## config.mk

```make
export PLATFORM = sky130hd
export DESIGN_NAME = memory_writeback_stage
export DESIGN_NICKNAME = d
export VERILOG_FILES = /design/src/rtl/riscv_pkg.sv /design/src/rtl/memory_writeback_stage_lsu_align.sv /design/src/rtl/memory_writeback_stage.sv
export SDC_FILE = /design/constraint.sdc
export NUM_CORES = 1
export LEC_CHECK = 0
export CAP_MARGIN = 30
export CORE_MARGIN = 2
export CORE_UTILIZATION = 38
export CTS_CLUSTER_DIAMETER = 200
export DETAILED_ROUTE_END_ITERATION = 7
export PLACE_DENSITY = 0.88
export SYNTH_ARGS = -nofsm -noshare
export SYNTH_HDL_FRONTEND = slang
export SYNTH_SLANG_ARGS = --single-unit
```

## constraint.sdc

```tcl
create_clock -name clk -period 2.93 [get_ports clk]
set_input_delay 0.7325 -clock clk [delete_from_list [all_inputs] [get_ports clk]]
set_output_delay 0.7325 -clock clk [all_outputs]
set_load 0.01 [all_outputs]
```

## src/rtl/riscv_pkg.sv

```systemverilog
// Shared RV32I pipeline types and constants for the memory/writeback slice.
package riscv_pkg;

  localparam int unsigned WORD_W     = 32;
  localparam int unsigned BE_W       = 4;

  typedef enum logic [1:0] {
    RS_ALU = 2'b00,
    RS_MEM = 2'b01,
    RS_PC4 = 2'b10
  } result_src_t;

  localparam logic [2:0] F3_B  = 3'b000;
  localparam logic [2:0] F3_H  = 3'b001;
  localparam logic [2:0] F3_W  = 3'b010;
  localparam logic [2:0] F3_BU = 3'b100;
  localparam logic [2:0] F3_HU = 3'b101;

  typedef enum logic {
    IDLE     = 1'b0,
    WAIT_RSP = 1'b1
  } mem_fsm_t;

  // Store payload as presented on the data-memory bus.
  typedef struct packed {
    logic [WORD_W-1:0] wdata;
    logic [BE_W-1:0]   be;
  } store_lane_t;

endpackage

```

## src/rtl/memory_writeback_stage_lsu_align.sv

```systemverilog
// Combinational load/store alignment: lane replication, byte enables,
// load extraction/extension and misalignment detection (32-bit only).
module lsu_align
  import riscv_pkg::*;
(
  input  logic [2:0]        funct3,
  input  logic [1:0]        addr_lo,
  input  logic              is_store,
  input  logic              is_load,
  input  logic [WORD_W-1:0] store_data,
  input  logic [WORD_W-1:0] load_word,
  output store_lane_t       store_lane,
  output logic [WORD_W-1:0] load_data,
  output logic              misaligned
);

  logic [7:0]  ld_byte;
  logic [15:0] ld_half;

  // Replicate store data across lanes and place the byte enables.
  always_comb begin
    store_lane.wdata = store_data;
    store_lane.be    = 4'b1111;
    case (funct3[1:0])
      2'b00: begin
        store_lane.wdata = {4{store_data[7:0]}};
        store_lane.be    = 4'(4'b0001 << addr_lo);
      end
      2'b01: begin
        store_lane.wdata = {2{store_data[15:0]}};
        store_lane.be    = 4'(4'b0011 << addr_lo);
      end
      default: ;
    endcase
  end

  // Select the addressed byte/halfword and extend it.
  always_comb begin
    case (addr_lo)
      2'd0:    ld_byte = load_word[7:0];
      2'd1:    ld_byte = load_word[15:8];
      2'd2:    ld_byte = load_word[23:16];
      default: ld_byte = load_word[31:24];
    endcase
    ld_half = addr_lo[1] ? load_word[31:16] : load_word[15:0];
    case (funct3)
      F3_B:    load_data = {{24{ld_byte[7]}}, ld_byte};
      F3_H:    load_data = {{16{ld_half[15]}}, ld_half};
      F3_BU:   load_data = {24'd0, ld_byte};
      F3_HU:   load_data = {16'd0, ld_half};
      default: load_data = load_word;
    endcase
  end

  // Flag accesses that cannot be issued; unsupported sizes count as misaligned.
  always_comb begin
    misaligned = 1'b0;
    if (is_store) begin
      case (funct3)
        F3_B:    misaligned = 1'b0;
        F3_H:    misaligned = addr_lo[0];
        F3_W:    misaligned = |addr_lo;
        default: misaligned = 1'b1;
      endcase
    end else if (is_load) begin
      case (funct3)
        F3_B, F3_BU: misaligned = 1'b0;
        F3_H, F3_HU: misaligned = addr_lo[0];
        F3_W:        misaligned = |addr_lo;
        default:     misaligned = 1'b1;
      endcase
    end
  end

endmodule

```

## src/rtl/memory_writeback_stage.sv

```systemverilog
// RV32I memory stage: data-memory handshake, stall generation and the
// Memory/Writeback pipeline register.
module memory_writeback_stage
  import riscv_pkg::*;
#(
  parameter int unsigned XLEN       = 32,
  parameter int unsigned REG_ADDR_W = 5
) (
  input  logic                  clk,
  input  logic                  rst_n,
  input  logic                  RegWriteM,
  input  logic [1:0]            ResultSrcM,
  input  logic                  MemWriteM,
  input  logic [2:0]            Funct3M,
  input  logic [XLEN-1:0]       ALUResultM,
  input  logic [XLEN-1:0]       WriteDataM,
  input  logic [REG_ADDR_W-1:0] RdM,
  input  logic [XLEN-1:0]       PCPlus4M,
  output logic                  dmem_req_valid,
  input  logic                  dmem_req_ready,
  output logic                  dmem_req_we,
  output logic [XLEN-1:0]       dmem_addr,
  output logic [XLEN-1:0]       dmem_wdata,
  output logic [3:0]            dmem_be,
  input  logic                  dmem_rsp_valid,
  input  logic [XLEN-1:0]       dmem_rsp_rdata,
  output logic                  StallM,
  output logic                  MisalignedM,
  output logic                  RegWriteW,
  output logic [XLEN-1:0]       ResultW,
  output logic [REG_ADDR_W-1:0] RdW
);

  mem_fsm_t          state_q;
  mem_fsm_t          state_d;
  logic              is_store;
  logic              is_load;
  logic              mem_op;
  store_lane_t       lane;
  logic [XLEN-1:0]   load_data;
  logic [XLEN-1:0]   result_c;

  assign is_store = MemWriteM;
  assign is_load  = ~MemWriteM & (ResultSrcM == RS_MEM);
  assign mem_op   = is_store | is_load;

  lsu_align u_lsu_align (
    .funct3     (Funct3M),
    .addr_lo    (ALUResultM[1:0]),
    .is_store   (is_store),
    .is_load    (is_load),
    .store_data (WriteDataM),
    .load_word  (dmem_rsp_rdata),
    .store_lane (lane),
    .load_data  (load_data),
    .misaligned (MisalignedM)
  );

  assign dmem_addr   = {ALUResultM[XLEN-1:2], 2'b00};
  assign dmem_wdata  = lane.wdata;
  assign dmem_be     = lane.be;
  assign dmem_req_we = is_store;

  // FSM state register.
  always_ff @(posedge clk or negedge rst_n) begin
    if (!rst_n) state_q <= IDLE;
    else        state_q <= state_d;
  end

  // Next state, request valid and stall; M inputs are frozen while stalled.
  always_comb begin
    state_d        = state_q;
    dmem_req_valid = 1'b0;
    StallM         = 1'b0;
    case (state_q)
      IDLE: begin
        if (mem_op && !MisalignedM) begin
          dmem_req_valid = 1'b1;
          if (!dmem_req_ready) begin
            StallM = 1'b1;
          end else if (is_load) begin
            StallM  = 1'b1;
            state_d = WAIT_RSP;
          end
        end
      end
      WAIT_RSP: begin
        if (dmem_rsp_valid) state_d = IDLE;
        else                StallM  = 1'b1;
      end
      default: state_d = IDLE;
    endcase
  end

  // Writeback result select; reserved encoding falls back to the ALU result.
  always_comb begin
    case (result_src_t'(ResultSrcM))
      RS_MEM:  result_c = load_data;
      RS_PC4:  result_c = PCPlus4M;
      default: result_c = ALUResultM;
    endcase
  end

  // M/W pipeline register; a stall retires a bubble.
  always_ff @(posedge clk or negedge rst_n) begin
    if (!rst_n) begin
      RegWriteW <= 1'b0;
      ResultW   <= '0;
      RdW       <= '0;
    end else if (StallM) begin
      RegWriteW <= 1'b0;
    end else begin
      RegWriteW <= RegWriteM & ~MisalignedM & (RdM != '0);
      RdW       <= RdM;
      ResultW   <= result_c;
    end
  end

endmodule

```

# Word-level counts from Yosys, hierarchy flattened
# Index checks and enable logic that the tools add are counted.
# op_classes
shift	2
n_reduce_logical	9
mux	20
eq_ne	9
bitwise_logic	7
# op_table
operator	count
one-hot mux 32 bit (4 select lines)	1
one-hot mux 36 bit (2 select lines)	1
one-hot mux 32 bit (2 select lines)	1
one-hot mux 8 bit (3 select lines)	1
two-way mux 16 bit	1
two-way mux 1 bit	11
equality test 2 x 1 -> 1 bit, second input constant	3
equality test 3 bit, second input constant	2
one-hot mux 1 bit (3 select lines)	2
OR reduction 2 bit	3
nonzero test 5 bit	1
equality test 2 bit, second input constant	2
logical NOT 2 bit	2
one-hot mux 1 bit (2 select lines)	2
left shift 1 x 2 -> 4 bit, first input constant	1
left shift 2 x 2 -> 4 bit, first input constant	1
bitwise AND 1 bit	3
equality test 3 x 1 -> 1 bit, second input constant	1
equality test 3 x 2 -> 1 bit, second input constant	1
logical NOT 3 bit	1
NOT 1 bit	3
logical AND 1 bit	1
logical NOT 1 bit	1
bitwise OR 1 bit	1
# totals
in_bits	144
ff_bits	39
out_inout_bits	110

# Depth between registers and ports, before layout
# depth
depth_word	10
mapped_depth	9
mapped_depth_nobuf	7

# Cells and area by module
# From an unflattened synthesis, not the netlist that was laid out.
# hier_totals
hier_cells	426
area_unflattened_um2	3617.2
# by_module_without_submodules
mod	cells_per_inst	area_each_um2	seq_area_each_um2	n_inst
memory_writeback_stage	240	2384.8	975.9	1
lsu_align	186	1232.4	0.0	1

# Least setup slack after synthesis
# OpenSTA, ideal clock, no wires.
# synth_path
path_type	input-to-output
startpoint	in ResultSrcM[1]
endpoint	out StallM
setup_slack_ns	0.429
cell_stages	7
arrival_time_ns	1.768
path_buffers	2
required_ns	2.197
cell_sequence	inv_1 > ha_1 > buf_2 > nor2_1 > a211o_1 > o21ai_4 > buf_2
# synth_between
elab_chain_cells	8
elab_cells_between_ends	11
# synth_rtl
item	line_no	rtl
start, declared	memory_writeback_stage.sv:12	input logic [1:0] ResultSrcM,
equality test 2 x 1 -> 1 bit *	memory_writeback_stage.sv:44	assign is_load = ~MemWriteM & (ResultSrcM == RS_MEM);
bitwise AND 1 bit *	memory_writeback_stage.sv:44	
two-way mux 1 bit	memory_writeback_stage_lsu_align.sv:65	end else if (is_load) begin
two-way mux 1 bit	memory_writeback_stage_lsu_align.sv:58	if (is_store) begin
logical NOT 1 bit	memory_writeback_stage.sv:77	if (mem_op && !MisalignedM) begin
logical AND 1 bit	memory_writeback_stage.sv:77	
two-way mux 1 bit *	memory_writeback_stage.sv:77	
one-hot mux 1 bit (2 select lines) *	memory_writeback_stage.sv:75	case (state_q)
end, declared	memory_writeback_stage.sv:27	output logic StallM,
# Mark *: on every way between the ends. The rest lies on a longest branch, timed or not.

# Worst setup path in the final report
# layout_path
startpoint	in Funct3M[0]
endpoint	out dmem_wdata[30]
# layout_between
elab_chain_cells	2
elab_cells_between_ends	3
# layout_rtl
item	line_no	rtl
start, declared	memory_writeback_stage.sv:14	input logic [2:0] Funct3M,
equality test 2 x 1 -> 1 bit / logical NOT 2 bit (equally long branches)	memory_writeback_stage_lsu_align.sv:24	case (funct3[1:0])
one-hot mux 36 bit (2 select lines) *	memory_writeback_stage_lsu_align.sv:24	
end, declared	memory_writeback_stage.sv:23	output logic [XLEN-1:0] dmem_wdata,
# Marks and branches as above.

==> impl_metrics.yaml <==
outcome:
  status: "finished, final reports clean"
timing:
  rsz0062_at_grt: "false"
  max-slew-margin-rel: 0.381
  finalHoldViolations: 0
  period_share: 0.993
  fin_ws_ns: 0.0204
  worst_slew_pin_slew_ns: 0.929
  fmax_mhz: 344
  holdWs_ns: 0.482
  layout_min_cycle_time_ns: 2.91
  finalSetupViolCount: 0
  setup_tns_ns: 0
  report.final.slew_viol_count: 0
  clock_skew_ns: 0.00815
floorplan:
  start_util: 0.393
  ios: 254
  dieArea_mm2: 0.00983
  die_w_um: 99.2
  core_mm2: 0.00876
  die-height_um: 99.2
  rows: 34
drt:
  drt-vias-per-instance: 5.48
  met3WireLength_mm: 1.07
  num_vias: 3906
  routed_wl_mm: 13.7
  top_layer_used: "met4"
  postRouteAntennaNets: 0
  route.detailed.drc: 0
  wire_per_inst_um: 19.2
  first_iter_violations: 156
  first_pass_iters: 4
  drt-met1-wl_mm: 5.09
  wl_met2_mm: 7.33
logic_synthesis:
  synth-compound-area-share: 0.275
  async_reset_ff_frac: 1.00
  syn_area_mm2: 0.00344
  synth_edf_count: 0
  syn_avg_cell_area_um2: 8.98
  synth_seq_area_share: 0.284
  synth_fa_ha_area_frac: 0.00727
  synthSimpleGateAreaFrac: 0.160
  syn_inst: 383
  synthMuxAreaShare: 0.125
  ys_dominant_reg_cell: "dfrtp_1"
  synth_xor_area_frac: 0
  yosysUniqueCellTypes: 49
  synth_top_family_by_area: "compound AO/OA/AOI/OAI gates"
  synth-seq-cells: 39
  ys_warn_count: 0
pwr:
  combPwrFrac: 0.498
  p_per_area_mw_per_mm2: 343
  p_switching_uw: 669
  ir_drop_mv: 0.149
  p_leak_uw: 0.00241
  clock_power_share: 0.175
  p_int_uw: 1380
  switching_share: 0.326
  p_seq_frac: 0.327
setup_path:
  critPathTopFamily: "buffers and inverters"
  r2r_slack_ns: 0.99
  reg2reg_to: "RdW[1]$_DFFE_PN0N_"
  startpoint: "Funct3M[0]"
  cpMostUsedCell: "buf_4"
  worstSetupPathType: "in2out"
  critPathBufInv: 4
  crit_slowest_cell: "clkdlybuf4s50_1"
  end_kind: "primary output"
  cp_max_fo: 5
  crit_arrival_ns: 2.18
  cp.required_ns: 2.20
  r2r_cells: 4
  worstReg2RegStart: "state_q$_DFF_PN0_"
  crit_chain: "clkdlybuf4s15_2 -> buf_4 -> buf_4 -> mux2i_1 -> o21ai_0 -> clkdlybuf4s50_1"
  worst_setup_path_start_kind: "primary input"
  slowest_delay_ns: 0.58
grt:
  grt_pass1_vias: 4102
  gr-total-overflow: 0
  grt_first_pass_wirelength_mm: 21.1
  grt_max_degree: 71
  grt_antenna_before_repair: 0
  grt_util_all_layers: 0.266
hold_path:
  min_from: "ResultW[18]$_DFFE_PN0N_"
  hold_end: "ResultW[18]$_DFFE_PN0N_"
  min-delay-path-class: "reg2reg"
  holdPathStages: 2
cts:
  clockRootBuffer: "clkbuf_8"
  cts_buffer_depth: 2
  cts_hold_buf: 0
  htreeDepth: 2
  cts_buffers: 5
  clk_pin_slew_worst_paths_ns: 0.08
  insertion_delay_ns: 0.30
  cts.sinks: 39
  cts_tree: "yes"
  cts_setup_buffers: 0
finish:
  nFillCells: 705
  drive_gt1_frac: 0.149
  syn_to_final_growth_pct: 74.0
  finalNetCount: 750
  multiInputGateArea_mm2: 0.00199
  ff_latch_area_um2: 976
  num_antenna_cells: 0
  finalCoreUtilization: 0.683
place:
  gp_congestion: 0.833
  dp_hpwl_mm: 11.1
  port_buffers: 251
  post-place-ws_ns: -0.343
flow_run:
  cap_violations: 0
[metal layers]
metal	vias up	global-route usage
met3	20	0.0555
met5	-	0
li1	1816	-
met4	0	0.0611
met1	1883	0.297
met2	187	0.514
[worst reg2reg max path: stages (launching register included)]
cell and delay (ns):
dfrtp_1 0.41, a211o_1 0.31, o21ai_4 0.14, buf_4 0.57, mux2_1 0.40
[repair_timing]
action | in CTS | in global routing
endpoints found under the setup margin | 31 | 6
gates resized for setup | 28 | 8
pin swaps | 1 | 0
[worst max-delay path by stage]
| stage | slack [ns] | cells past startpoint | endpoint |
|---|---|---|---|
| 6_report | 0.02 | 6 | dmem_wdata[30] |
| 5_1_grt | 0.006 | 6 | dmem_wdata[30] |
| 4_1_cts | 0.02 | 7 | StallM |
| 3_5_place_dp | -0.34 | 6 | dmem_wdata[13] |
| 3_3_place_gp | -0.33 | 6 | StallM |
| 2_1_floorplan | 0.43 | 7 | StallM |
[sequential cells by signal, indices dropped and copies added, names as in the netlist]
name / cells
ResultW: 32
RdW: 5
RegWriteW: 1
state_q: 1
[cells in the mapped netlist (all sizes together) (2+ instances only)]
cell type  instances  area (µm²)
a211o              2        17.5
a211oi             2        15.0
a21o               2        15.0
a21oi              8        43.8
a221o              3        30.0
a221oi            30         332
a31oi              2        12.5
buf               61         437
clkbuf            11        41.3
dfrtp             39         976
ha                 2        25.0
inv                7        26.3
mux2              22         248
mux2i             17         183
nand2             51         191
nand2b             6        37.5
nand3b             2        15.0
nor2               6        27.5
nor2b             32         200
nor3               3        15.0
o21ai             21         116
o221a              7        78.8
o22ai              2        12.5
o31ai             28         210
or4                2        15.0
[stage by stage]
| step | cells | power (µW) | cell area, µm² |
|---|---|---|---|
| after floorplan | 384 | 1110 | 3440 |
| after global placement | 705 | 1680 | 5880 |
| after detailed placement | 705 | 1710 | 5880 |
| after CTS | 713 | 2070 | 5980 |
| after global routing | 713 | 2170 | 5990 |
| final | 713 | 2050 | 5990 |
[logic make-up after synthesis]
kind of cell,count (synthesis)
flip-flops,39
AO/OA/AOI/OAI,114
adder cells (fa/ha/maj),2
buffers and inverters,80
AND/OR/NAND/NOR,108
multiplexers,39
other,1
[power groups by stage]
stage	logic, µW	registers, µW	clock network (µW)
final	1020	671	360
after global routing	1090	682	396
after CTS	1030	671	371
after detailed placement	1030	682	0
after global placement	1010	674	0
after floorplan	391	718	0
[final cells by class]
type | count | share of cell area
Tap cell | 108 | 0.0226
Multi-Input combinational cell | 265 | 0.333
Inverter | 8 | 0.00501
Timing Repair Buffer | 285 | 0.463
Clock inverter | 1 | 0.000836
Sequential cell | 39 | 0.163
Clock buffer | 7 | 0.0127
[placed cells by master, fill, tap and decap left out, types with 3 or more instances in the layout]
cell             synthesis  final
a221o_1                  3      3
nand2b_1                 6      6
nand2_1                 51     51
inv_1                    7      6
mux2i_1                 16     16
clkbuf_8                 0      5
o221a_2                  7      7
dfrtp_1                 39     39
nor2_1                   4      3
a221oi_1                19     19
o31ai_1                 28     28
dlygate4sd2_1            0     12
a21oi_1                  7      7
nor2b_1                 32     32
clkdlybuf4s50_1          0    232
o21ai_0                 19     18
buf_4                   45     32
clkdlybuf4s15_1          0      3
mux2_1                   5      5
a221oi_2                11     11
mux2_2                  17     17
Power figures use the tool's default switching activity.
